$ cat config.mk
export PLATFORM = sky130hd
export DESIGN_NAME = demux_burst_sched
export DESIGN_NICKNAME = d
export VERILOG_FILES = /design/src/rtl/demux_sched_pkg.sv /design/src/rtl/rr_pick8.sv /design/src/rtl/demux_burst_sched.sv
export SDC_FILE = /design/constraint.sdc
export NUM_CORES = 1
export LEC_CHECK = 0
export ABC_AREA = 1
export CORE_MARGIN = 3
export CORE_UTILIZATION = 57
export CTS_CLUSTER_SIZE = 30
export DETAILED_ROUTE_END_ITERATION = 16
export GPL_TIMING_DRIVEN = 0
export PLACE_DENSITY_LB_ADDON = 0.15
export SKIP_CTS_REPAIR_TIMING = 1
export SLEW_MARGIN = 20
export SYNTH_ARGS = -nofsm -noshare
export SYNTH_HDL_FRONTEND = slang
export SYNTH_HIERARCHICAL = 1
export SYNTH_SLANG_ARGS = --single-unit
export TNS_END_PERCENT = 20
$ cat constraint.sdc
create_clock -name i_clk -period 5.27 [get_ports i_clk]
set_input_delay 1.581 -clock i_clk [delete_from_list [all_inputs] [get_ports i_clk]]
set_output_delay 1.581 -clock i_clk [all_outputs]
set_load 0.05 [all_outputs]
$ cat src/rtl/demux_sched_pkg.sv
// Shared types and constants for the 1:8 demux burst scheduler.
// Latency: n/a (definitions only).
// Backpressure: n/a.
package demux_sched_pkg;

    localparam int NUM_CH = 8;
    localparam int SEL_W  = 3;

    typedef enum logic [1:0] {
        IDLE = 2'd0,
        PICK = 2'd1,
        XFER = 2'd2
    } state_t;

    // Channel that follows ch in circular order; wraps 7 -> 0 through the 3-bit width.
    function automatic logic [SEL_W-1:0] next_ch(input logic [SEL_W-1:0] ch);
        return ch + 1'b1;
    endfunction

endpackage

$ cat src/rtl/rr_pick8.sv
// Circular priority encoder: first set bit of i_mask at or after i_start, wrapping 7 -> 0.
// Latency: purely combinational.
// Backpressure: none.
// Ports: i_mask  - candidate channels
//        i_start - channel searched first
//        o_idx   - chosen channel (0 when nothing found)
//        o_found - at least one mask bit set
module rr_pick8
    import demux_sched_pkg::*;
(
    input  logic [NUM_CH-1:0] i_mask,
    input  logic [SEL_W-1:0]  i_start,
    output logic [SEL_W-1:0]  o_idx,
    output logic              o_found
);

    logic [SEL_W-1:0] w_idx;
    logic             w_found;
    logic [SEL_W-1:0] w_cand;

    always_comb begin
        w_idx   = '0;
        w_found = 1'b0;
        w_cand  = '0;
        for (int k = 0; k < NUM_CH; k++) begin
            // 3-bit addition wraps naturally, giving the circular order
            w_cand = i_start + SEL_W'(k);
            if (!w_found && i_mask[w_cand]) begin
                w_found = 1'b1;
                w_idx   = w_cand;
            end
        end
    end

    assign o_idx   = w_idx;
    assign o_found = w_found;

endmodule

$ cat src/rtl/demux_burst_sched.sv
// Round-robin burst scheduler driving the 1:8 demux select, BURST_LEN beats per channel.
// Latency: first beat accepted 2 cycles after en & |mask is sampled; one PICK cycle per burst.
// Backpressure: in_ready follows out_ready[sel] & ch_mask[sel]; beat count holds while stalled.
// Ports: i_clk/i_rst (sync, active-high), i_en, i_ch_mask[7:0],
//        i_in_valid/i_in_data/o_in_ready (source side),
//        o_sel, o_out_valid[7:0] (one-hot), o_out_data, i_out_ready[7:0] (destination side),
//        o_busy (not IDLE), o_burst_done (registered 1-cycle pulse after last beat).
module demux_burst_sched
    import demux_sched_pkg::*;
#(
    parameter int DATA_W    = 1,
    parameter int BURST_LEN = 4
) (
    input  logic              i_clk,
    input  logic              i_rst,
    input  logic              i_en,
    input  logic [NUM_CH-1:0] i_ch_mask,
    input  logic              i_in_valid,
    input  logic [DATA_W-1:0] i_in_data,
    output logic              o_in_ready,
    output logic [SEL_W-1:0]  o_sel,
    output logic [NUM_CH-1:0] o_out_valid,
    output logic [DATA_W-1:0] o_out_data,
    input  logic [NUM_CH-1:0] i_out_ready,
    output logic              o_busy,
    output logic              o_burst_done
);

    localparam int               CNT_W     = $clog2(BURST_LEN + 1);
    localparam logic [CNT_W-1:0] LAST_BEAT = CNT_W'(BURST_LEN);

    state_t           r_state;
    logic [SEL_W-1:0] r_sel;
    logic [SEL_W-1:0] r_last_ch;
    logic [CNT_W-1:0] r_beat_cnt;
    logic             r_burst_done;

    logic [SEL_W-1:0]  w_start;
    logic [SEL_W-1:0]  w_pick_idx;
    logic              w_pick_found;
    logic              w_xfer;
    logic              w_ch_en;
    logic              w_in_ready;
    logic              w_beat;
    logic [CNT_W-1:0]  w_cnt_inc;
    logic [NUM_CH-1:0] w_out_valid;

    // Search begins one past the last served channel so every enabled channel gets a turn.
    assign w_start = next_ch(r_last_ch);

    rr_pick8 u_pick (
        .i_mask  (i_ch_mask),
        .i_start (w_start),
        .o_idx   (w_pick_idx),
        .o_found (w_pick_found)
    );

    assign w_xfer     = (r_state == XFER);
    assign w_ch_en    = i_ch_mask[r_sel];
    assign w_in_ready = w_xfer & i_out_ready[r_sel] & w_ch_en;
    assign w_beat     = w_in_ready & i_in_valid;
    assign w_cnt_inc  = r_beat_cnt + 1'b1;

    always_comb begin
        w_out_valid = '0;
        if (w_xfer) begin
            w_out_valid[r_sel] = i_in_valid & w_ch_en;
        end
    end

    always_ff @(posedge i_clk) begin
        if (i_rst) begin
            r_state      <= IDLE;
            r_sel        <= '0;
            r_last_ch    <= SEL_W'(NUM_CH - 1);
            r_beat_cnt   <= '0;
            r_burst_done <= 1'b0;
        end else begin
            r_burst_done <= 1'b0;
            case (r_state)
                IDLE: begin
                    if (i_en && (|i_ch_mask)) begin
                        r_state <= PICK;
                    end
                end
                PICK: begin
                    // Mask may have been cleared since IDLE was left; fall back if so.
                    if (w_pick_found) begin
                        r_sel      <= w_pick_idx;
                        r_last_ch  <= w_pick_idx;
                        r_beat_cnt <= '0;
                        r_state    <= XFER;
                    end else begin
                        r_state <= IDLE;
                    end
                end
                XFER: begin
                    if (!w_ch_en) begin
                        // Channel disabled under us: drop the burst without a done pulse.
                        r_state <= i_en ? PICK : IDLE;
                    end else if (w_beat) begin
                        r_beat_cnt <= w_cnt_inc;
                        if (w_cnt_inc == LAST_BEAT) begin
                            r_burst_done <= 1'b1;
                            r_state      <= i_en ? PICK : IDLE;
                        end
                    end
                end
                default: begin
                    r_state <= IDLE;
                end
            endcase
        end
    end

    assign o_in_ready   = w_in_ready;
    assign o_sel        = r_sel;
    assign o_out_valid  = w_out_valid;
    assign o_out_data   = i_in_data;
    assign o_busy       = (r_state != IDLE);
    assign o_burst_done = r_burst_done;

endmodule

==> results of run 1 <==
==> cell usage after synthesis (all sizes together) <==
| library cell | instances | share of area, % |
|---|---|---|
| nor2 | 30 | 9.1 |
| o2111ai | 1 | 0.48 |
| a31oi | 1 | 0.69 |
| xor2 | 2 | 2.0 |
| buf | 10 | 5.8 |
| o211ai | 1 | 0.41 |
| inv | 28 | 5.9 |
| ha | 5 | 3.4 |
| a21boi | 1 | 0.41 |
| nand3b | 3 | 1.2 |
| nor4 | 8 | 3.1 |
| o21a | 1 | 0.41 |
| xnor2 | 2 | 0.96 |
| dfxtp | 12 | 13 |
| a21oi | 9 | 2.9 |
| o21ai | 4 | 1.3 |
| nand2 | 90 | 24 |
| nand3 | 46 | 19 |
| nand4 | 11 | 5.4 |
==> power by group <==
| part | internal [mW] | leakage (nW) | total [mW] | switching (mW) |
|---|---|---|---|---|
| registers | 0.100 | 0.0983 | 0.109 | 0.00856 |
| logic | 0.194 | 1.07 | 0.566 | 0.371 |
| clock network | 0.0420 | 0.0210 | 0.0744 | 0.0324 |
| total | 0.336 | 1.19 | 0.749 | 0.412 |
==> logic make-up after synthesis <==
group,after synthesis,share of synthesized area (%)
AND/OR/NAND/NOR,188,62.06
buffers and inverters,38,11.75
AO/OA/AOI/OAI,18,6.598
flip-flops,12,13.20
adder cells (fa/ha/maj),5,3.436
XOR/XNOR,4,2.956
==> how the worst min path moves through the flow <==
stage                  from            to  slack (ns)  cells past startpoint
4_1_cts        r_last_ch[1]  r_last_ch[1]        0.50                      2
5_1_grt        r_last_ch[2]  r_last_ch[2]        0.54                      2
6_report       r_last_ch[1]  r_last_ch[1]        0.50                      2
3_5_place_dp   r_last_ch[1]  r_last_ch[1]        0.48                      2
2_1_floorplan  r_last_ch[1]  r_last_ch[1]        0.45                      2
3_3_place_gp   r_last_ch[1]  r_last_ch[1]        0.47                      2
==> worst max-delay path, stage by stage <==
cell and delay, ns:
clkdlybuf4s50_1 0.58, inv_1 0.06, nand2_1 0.05, nand2_1 0.05, nor2_1 0.12, nor2_2 0.07
nand2_4 0.10, nand2_4 0.09, nor4_1 0.22, dlymetal6s2s_1 0.47
==> cell usage in the layout (no fill, tap or decap), types with 4 or more instances in the layout <==
master            n
a21oi_1           7
buf_4             4
buf_6             5
clkdlybuf4s50_1  25
dfxtp_1          12
dlymetal6s2s_1    9
ha_1              5
inv_1            20
inv_2             7
nand2_1          69
nand2_2          10
nand2_4          11
nand3_1          27
nand3_2          17
nand4_1           9
nor2_1           22
nor2_4            4
nor4_1            7
==> registers in the layout, indices dropped and copies added, names as in the netlist <==
register / cells
r_beat_cnt: 3
o_burst_done: 1
o_sel: 3
r_state: 2
r_last_ch: 3
==> area by class of cell <==
type,instances,area share (%)
clock buffer,4,1.597
multi-input combinational,215,60.13
inverter,28,4.736
tap,42,2.313
sequential,12,10.57
buffer,10,4.681
timing repair buffer,34,15.97
==> per-stage QoR <==
step           hold slack, ns  utilization [%]  setup TNS [ns]
3_5_place_dp           0.4802            76.32         -0.3769
3_3_place_gp           0.4744            76.32         -0.2845
5_1_grt                0.5374            78.34               0
4_1_cts                0.5008            77.57         -0.4754
2_1_floorplan          0.4461                -               0
6_report               0.5029            78.34               0
==> layer usage <==
metal / track usage [%] / wire [um]
met5: 0 / 0
met3: 5.576 / 295
met4: 5.785 / 29
met1: 32.72 / 2181
met2: 38.35 / 2063
==> qor.yml, run 1 <==
status: "finished, final reports clean"
netlist_area_um2: 1820
fmax_mhz: 200.6
regToRegStartpoint: "r_last_ch[1]"
maxCapViolCount: 0
clock_sinks: 12
syn-num-nets: 291
drive_gt1_share_pct: 25.74
die_h_um: 62.52
ant_nets: 0
area_growth_pct: 24.81
fillers: 231
setup_viol: 0
hold_viol_final: 0
dr.pass1.iters: 4
synth_seq_cells: 12
grtUsageTotal_pct: 24.10
numPortBuffers: 34
finalInstanceArea_um2: 2272
post-route-min-period_ns: 4.985
place_ws_ns: -0.1161
ys_warn_count: 6
critPathLaunchType: "input pin"
relSlewSlack_pct: 64.34
grt_pass1_wl_um: 8010
tightest_slew_ns: 0.5340
syn_area_per_cell_um2: 6.870
cellPowerDensity_nw_per_um2: 329.5
crit_required_ns: 3.69
finClkSkew_ns: 0.005595
num_rows: 19
end_kind: "output pin"
holdCritPathClass: "register to register"
die-area_um2: 3908
gp_congestion: 0.8873
r2r_end: "r_beat_cnt[0]"
ys_types: 35
drc: 0
crit_type: "input pin to output pin"
seq_area_frac_synth_pct: 13.20
antenna_cells: 0
grt_pass1_vias: 1794
wire_per_inst_um: 13.25
ff2ff_setup_slack_ns: 2.24
cts_root_buffer: "clkbuf_4"
nNetsFinal: 330
rsz0062_at_grt: "no"
grt_overflow: 0
multi_input_area_um2: 1366
dp_hpwl_um: 3614
dp.cells: 341
start_util_pct: 62.77
drtIter0Drc: 132
cp.arrival_ns: 3.40
rr_worst_depth: 13
worst-path-max-fanout: 8
layout_setup_ws_ns: 0.2852
vdd_ir_drop_max_mv: 0.2640
p_leak_nw: 1.188
cts-buffers-inserted: 3
clk_latency_ns: 0.28
power_mw: 0.7486
cts_max_level: 1
syn_inst: 265
clockBufferDepth: 2
die_w_um: 62.52
grt_antenna_before_repair: 0
grt_max_degree: 11
setup.worst_path.start: "i_ch_mask[5]"
placed_area_um2: 2213
post_drt_via_cell_ratio: 5.400
setup.worst_path.end: "o_out_valid[6]"
core_area_um2: 2900
cts_tree: "yes"
finalNonFillerCells: 345
clk_pin_slew_ns: 0.08
seq_area_um2: 240.2
ioPinCount: 36
slew_viol_final: 0
num_vias: 1863
period_share_pct: 94.59
postRouteWirelength_um: 4570
Note: power is estimated with default switching activity, not from simulation.
==> inputs of run 2 (changes only) <==
- CAP_MARGIN: unset -> 30
- CORE_UTILIZATION: 57 -> 30
==> run 2 against run 1 <==
Combinational power is 0.7% lower; total power increased by 2.9%; register-to-register slack improved by 0.02 ns; largest power group unchanged; worst setup slack lost 0.013 ns; largest cell class unchanged; wire length up 6.1%.
==> qor.yml, run 2 (same netlist as run 1, synthesis figures left out) <==
post_drt_via_cell_ratio: 4.765  # -12%
min_path_cells: 2  # unchanged
min_from: "r_last_ch[1]"
status: "finished, final reports clean"
antenna_cells: 0  # unchanged
slew_viol_final: 0  # unchanged
cts_root_buffer: "clkbuf_8"
cellPowerDensity_nw_per_um2: 330.9  # +0.45%
dp_hpwl_um: 3904  # +8.0%
r2r_end: "r_beat_cnt[0]"
critPathLaunchType: "input pin"
vdd_ir_drop_max_mv: 0.1421  # -46%
cpPeakStageDelay_ns: 0.60  # +0.02 ns
fmax_mhz: 200.1  # -0.27%
crit_required_ns: 3.69  # about the same
finalNonFillerCells: 375  # +8.7%
die_w_um: 83.90  # +34%
ff2ff_setup_slack_ns: 2.26  # +0.02 ns
crit_chain: "clkdlybuf4s50_1 -> inv_1 -> nand2_1 -> nand2_1 -> nor2_1 -> nor2_2 -> nand2_4 -> nand2_4 -> nor4_1 -> dlymetal6s2s_1"
dp.cells: 371  # +8.8%
final_cell_mix: "nand2_1, nand3_1, clkdlybuf4s50_1"
crit_buf_inv: 3  # unchanged
rr_worst_depth: 13  # unchanged
holdCritPathClass: "register to register"
layout_setup_ws_ns: 0.2718  # -0.01336 ns
gp_congestion: 0.8382  # -5.5%
clock_sinks: 12  # unchanged
cp_slowest_cell: "clkdlybuf4s50_1"
crit_type: "input pin to output pin"
ioPinCount: 36  # unchanged
setup_viol: 0  # unchanged
regToRegStartpoint: "r_last_ch[0]"
p_leak_nw: 1.196  # +0.65%
die-area_um2: 7039  # +80%
cts-buffers-inserted: 3  # unchanged
num_vias: 1787  # -4.1%
grtUsageTotal_pct: 13.37  # -11 points
start_util_pct: 32.08  # -31 points
place_ws_ns: -0.1641  # -0.04799 ns
hold-path-endpoint: "r_last_ch[1]"
finalInstanceArea_um2: 2328  # +2.5%
finClkSkew_ns: 0.002347  # -0.003248 ns
grt_antenna_before_repair: 0  # unchanged
cp_top_family: "buffers and inverters"
numPortBuffers: 34  # unchanged
drc: 0  # unchanged
power_mw: 0.7706  # +2.9%
cts_max_level: 1  # unchanged
placed_area_um2: 2251  # +1.7%
ant_nets: 0  # unchanged
die_h_um: 83.90  # +34%
mostFrequentLayoutCell: "nand2_1"
period_share_pct: 94.84  # +0.25 points
nNetsFinal: 330  # unchanged
clk_latency_ns: 0.24  # -0.04 ns
clockBufferDepth: 2  # unchanged
wire_per_inst_um: 12.93  # -2.4%
drtIter0Drc: 55  # -58%
dr.pass1.iters: 4  # unchanged
num_rows: 27  # +8
clk_pin_slew_ns: 0.05  # -0.03 ns
maxCapViolCount: 0  # unchanged
worst-path-max-fanout: 8  # unchanged
end_kind: "output pin"
hold_viol_final: 0  # unchanged
cp.arrival_ns: 3.42  # +0.02 ns
grt_pass1_vias: 1681  # -6.3%
hold-worst-slack_ns: 0.4884  # -0.01450 ns
tightest_slew_ns: 0.5065  # -0.02750 ns
rsz0062_at_grt: "no"
utilization_pct: 41.03  # -37 points
area_growth_pct: 27.90
grt_pass1_wl_um: 7893  # -1.5%
postRouteWirelength_um: 4849  # +6.1%
core_area_um2: 5675  # +96%
finalSetupTns_ns: 0  # unchanged
grt_overflow: 0  # unchanged
relSlewSlack_pct: 65.88  # +1.5 points
grt_max_degree: 11  # unchanged
drive_gt1_share_pct: 25.74  # unchanged
post-route-min-period_ns: 4.998  # +0.01336 ns
cts_tree: "yes"
[run 2: routing by layer]
metal | track usage, % | wire [um]
met1 | 18.22 | 2379
met2 | 22.70 | 2328
met3 | 1.579 | 125
met4 | 2.485 | 15
met5 | 0 | 0
[run 2: report_power, final]
| group | switching (mW) | internal, mW |
|---|---|---|
| sequential | 0.00845 | 0.100 |
| combinational | 0.367 | 0.194 |
| clock | 0.0343 | 0.0660 |
[run 2: worst min-delay path, cell delays in order (launching register included)]
cell     delay (ns)
dfxtp_1        0.33
nand2_1        0.06
nand3_1        0.07
[run 2: worst max path at each step]
| stage | slack, ns | endpoint | cells past startpoint | startpoint |
|---|---|---|---|---|
| 2_1_floorplan | 0.19 | o_out_valid[0] | 8 | i_ch_mask[5] |
| 3_5_place_dp | -0.16 | o_out_valid[5] | 10 | i_ch_mask[5] |
| 5_1_grt | 0.12 | o_out_valid[7] | 10 | i_ch_mask[5] |
| 3_3_place_gp | -0.11 | o_out_valid[5] | 10 | i_ch_mask[5] |
| 4_1_cts | -0.16 | o_out_valid[5] | 10 | i_ch_mask[5] |
| 6_report | 0.27 | o_out_valid[5] | 10 | i_ch_mask[5] |
[run 2: final cells by class]
class | instances | area (um2)
multi-input combinational | 215 | 1366
timing repair buffer | 34 | 362.8
sequential | 12 | 240.2
fill | 611 | 3347
tap | 72 | 90.09
inverter | 28 | 107.6
clock buffer | 4 | 55.05
buffer | 10 | 106.4
==> inputs of run 3 (changes only) <==
- CELL_PAD_IN_SITES_DETAIL_PLACEMENT: unset -> 0
- CELL_PAD_IN_SITES_GLOBAL_PLACEMENT: unset -> 1
- SYNTH_HIERARCHICAL: 1 -> unset
==> run 3 against run 2 <==
Clock skew shrank 0.00077 ns; die area shrank 5.8%; via count grew 6.6%; clock power is essentially flat; non-clock buffer count shrank 3; register-to-register slack gained 0.30 ns; critical path type unchanged; highest routed layer unchanged.
==> qor.yml, run 3 <==
status: "finished, final reports clean"
clk_latency_ns: 0.24  # about the same
grtUsageTotal_pct: 15.48  # +2.1 points
grt_antenna_before_repair: 0  # unchanged
finalNonFillerCells: 410  # +9.3%
crit_top_cell: "nor2_1"
cp_slowest_cell: "clkdlybuf4s50_1"
synth_top_area_share_pct: 23.30  # +9.1 points
ff2ff_setup_slack_ns: 2.56  # +0.30 ns
vdd_ir_drop_max_mv: 0.2712  # +91%
placed_area_um2: 2126  # -5.6%
layout_setup_ws_ns: 0.1564  # -0.1155 ns
cellPowerDensity_nw_per_um2: 704.6  # +110%
drive_gt1_share_pct: 14.12  # -12 points
relSlewSlack_pct: 65.60  # -0.28 points
wire_per_inst_um: 12.02  # -7.0%
utilization_pct: 41.55  # +0.53 points
syn_inst: 303  # +14%
min_from: "r_beat_cnt[2]"
cp.arrival_ns: 3.53  # +0.11 ns
synth.area.top_cells: "nand2_1, dfxtp_1, nor2_1, inv_1, nand3_1"
ys_types: 31  # -11%
r2r_end: "r_last_ch[2]"
die-area_um2: 6634  # -5.8%
synth_area_leader_cell: "nand2_1"
pwr-share-clk_pct: 6.4  # -6.6 points
clk_pin_slew_ns: 0.05  # about the same
place_ws_ns: -0.2065  # -0.04245 ns
synth-edff-count: 0  # unchanged
syn_area_per_cell_um2: 5.637  # -18%
finalInstanceArea_um2: 2203  # -5.4%
yosysMostFrequentCell: "nand2_1"
num_vias: 1905  # +6.6%
crit_buf_inv: 3  # unchanged
fmax_mhz: 195.6  # -2.3%
swShare_pct: 60.58  # +7.4 points
crit_required_ns: 3.69  # about the same
netlist_area_um2: 1708  # -6.2%
hold_viol_final: 0  # unchanged
cts_tree: "yes"
p_leak_nw: 1.217  # +1.8%
ioPinCount: 36  # unchanged
grt_overflow: 0  # unchanged
antenna_cells: 0  # unchanged
ys_warn_count: 0  # -6
power_mw: 1.552  # +100%
worst-path-max-fanout: 3  # -5
dr.pass1.iters: 4  # unchanged
critPathLaunchType: "input pin"
num_rows: 26  # -3.7%
finClkSkew_ns: 0.001577  # -0.0007697 ns
cts_root_buffer: "clkbuf_8"
mostFrequentLayoutCell: "nand2_1"
area_growth_pct: 29.01
synth_seq_cells: 12  # unchanged
clockBufferDepth: 2  # unchanged
grt_max_degree: 11  # unchanged
p_sw_mw: 0.9405  # +130%
dp_hpwl_um: 4036  # +3.4%
dp.cells: 406  # +9.4%
synthFlopType: "dfxtp_1"
finalSetupTns_ns: 0  # unchanged
p_seq_share_pct: 10.2  # -3.9 points
start_util_pct: 32.21  # +0.13 points
final_cell_mix: "nand2_1, nor2_1, inv_1"
rr_worst_depth: 18  # +5
die_w_um: 81.45  # -2.9%
syn-num-nets: 328  # +13%
nNetsFinal: 366  # +11%
numPortBuffers: 33  # -2.9%
die_h_um: 81.45  # -2.9%
hold-worst-slack_ns: 0.4580  # -0.03039 ns
drtIter0Drc: 56  # +1.8%
tightest_slew_ns: 0.5151  # +0.008641 ns
cts-buffers-inserted: 3  # unchanged
seq_area_frac_synth_pct: 14.07  # +0.87 points
setup_viol: 0  # unchanged
end_kind: "output pin"
crit_chain: "clkdlybuf4s50_1 -> inv_1 -> o21ai_0 -> a21oi_1 -> nor2_1 -> nand2_1 -> nor2_1 -> nand2_1 -> nor2_1 -> dlymetal6s2s_1"
cts_max_level: 1  # unchanged
cp_top_family: "buffers and inverters"
maxCapViolCount: 0  # unchanged
core_area_um2: 5303  # -6.6%
gp_congestion: 0.8346  # -0.43%
grt_pass1_wl_um: 8176  # +3.6%
postRouteWirelength_um: 4928  # +1.6%
regToRegStartpoint: "r_last_ch[0]"
synth_commonest_cells: "nand2_1, nor2_1, inv_1, nand3_1, nand2_2"
holdCritPathClass: "register to register"
clock_sinks: 12  # unchanged
hold-path-endpoint: "r_beat_cnt[2]"
internal_power_mw: 0.6120  # +70%
fillers: 593  # -2.9%
min_path_cells: 2  # unchanged
crit_type: "input pin to output pin"
power_frac_comb_pct: 83.4  # +10 points
rsz0062_at_grt: "no"
period_share_pct: 97.03  # +2.2 points
post-route-min-period_ns: 5.114  # +0.1155 ns
cpPeakStageDelay_ns: 0.55  # -0.05 ns
post_drt_via_cell_ratio: 4.646  # -2.5%
async_reset_ff_share_pct: 0  # unchanged
drc: 0  # unchanged
grt_pass1_vias: 1753  # +4.3%
slew_viol_final: 0  # unchanged
ant_nets: 0  # unchanged
## run 3: changes by cell type after synthesis, moves of 5 or more
cell and delta:
nand2_1 +37, nor2_1 +18, inv_1 +14, nand3_2 -12, o21ai_0 +10, nand2_4 -9, nand2_2 +7, nor4_1 -7
inv_2 -6, nand4_1 -5
## run 3: worst register-to-register path, delay by kind of cell, from the launching register on
| family | cells | cell delay [ns] |
|---|---|---|
| AO/OA/AOI/OAI | 1 | 0.09 |
| adder cells (fa/ha/maj) | 1 | 0.30 |
| buffers and inverters | 7 | 0.83 |
| flip-flops | 1 | 0.36 |
| AND/OR/NAND/NOR | 9 | 1.02 |
## run 3: logic make-up (layout without fill, tap and decap cells)
logic type,after synthesis,after routing,synth area share (%)
adders and majority gates,4,4,2.931
AOI/OAI and AO/OA,33,33,10.99
and+or+nand+nor,209,209,58.68
buffers and inverters,45,82,13.33
DFF,12,12,14.07
## run 3: power groups by stage
| stage | Combinational (mW) | Sequential [mW] | Clock [mW] |
|---|---|---|---|
| global route | 1.46 | 0.164 | 0.107 |
| floorplan | 1.00 | 0.182 | 0 |
| global placement | 1.31 | 0.160 | 0 |
| CTS | 1.31 | 0.158 | 0.102 |
| detailed placement | 1.30 | 0.160 | 0 |
| finish | 1.29 | 0.158 | 0.100 |
## run 3: cell type report
class | count | area (um2) | area share [%]
repair buffers | 33 | 352.8 | 16.01
inverters | 37 | 146.4 | 6.644
well taps | 70 | 87.58 | 3.975
flip-flops and latches | 12 | 240.2 | 10.90
clock buffers | 4 | 55.05 | 2.499
multi-input cells | 246 | 1240 | 56.27
plain buffers | 8 | 81.33 | 3.691
## run 3: worst max path at each step
| stage | end | startpoint | slack [ns] | cells after the start |
|---|---|---|---|---|
| floorplan | o_out_valid[0] | i_ch_mask[2] | 0.79 | 8 |
| global placement | o_out_valid[0] | i_ch_mask[5] | -0.21 | 10 |
| detailed placement | o_out_valid[1] | i_ch_mask[5] | -0.21 | 10 |
| CTS | o_out_valid[1] | i_ch_mask[5] | -0.22 | 10 |
| global route | o_out_valid[0] | i_ch_mask[2] | 0.02 | 10 |
| finish | o_out_valid[0] | i_ch_mask[5] | 0.16 | 10 |
## run 3: layer usage
| metal | vias up | track usage (%) | wire [um] |
|---|---|---|---|
| met5 | - | 0 | 0 |
| met4 | 0 | 1.014 | 8 |
| met3 | 2 | 2.412 | 186 |
| met2 | 33 | 26.87 | 2336 |
| met1 | 835 | 21.00 | 2397 |
| li1 | 1035 | - | - |
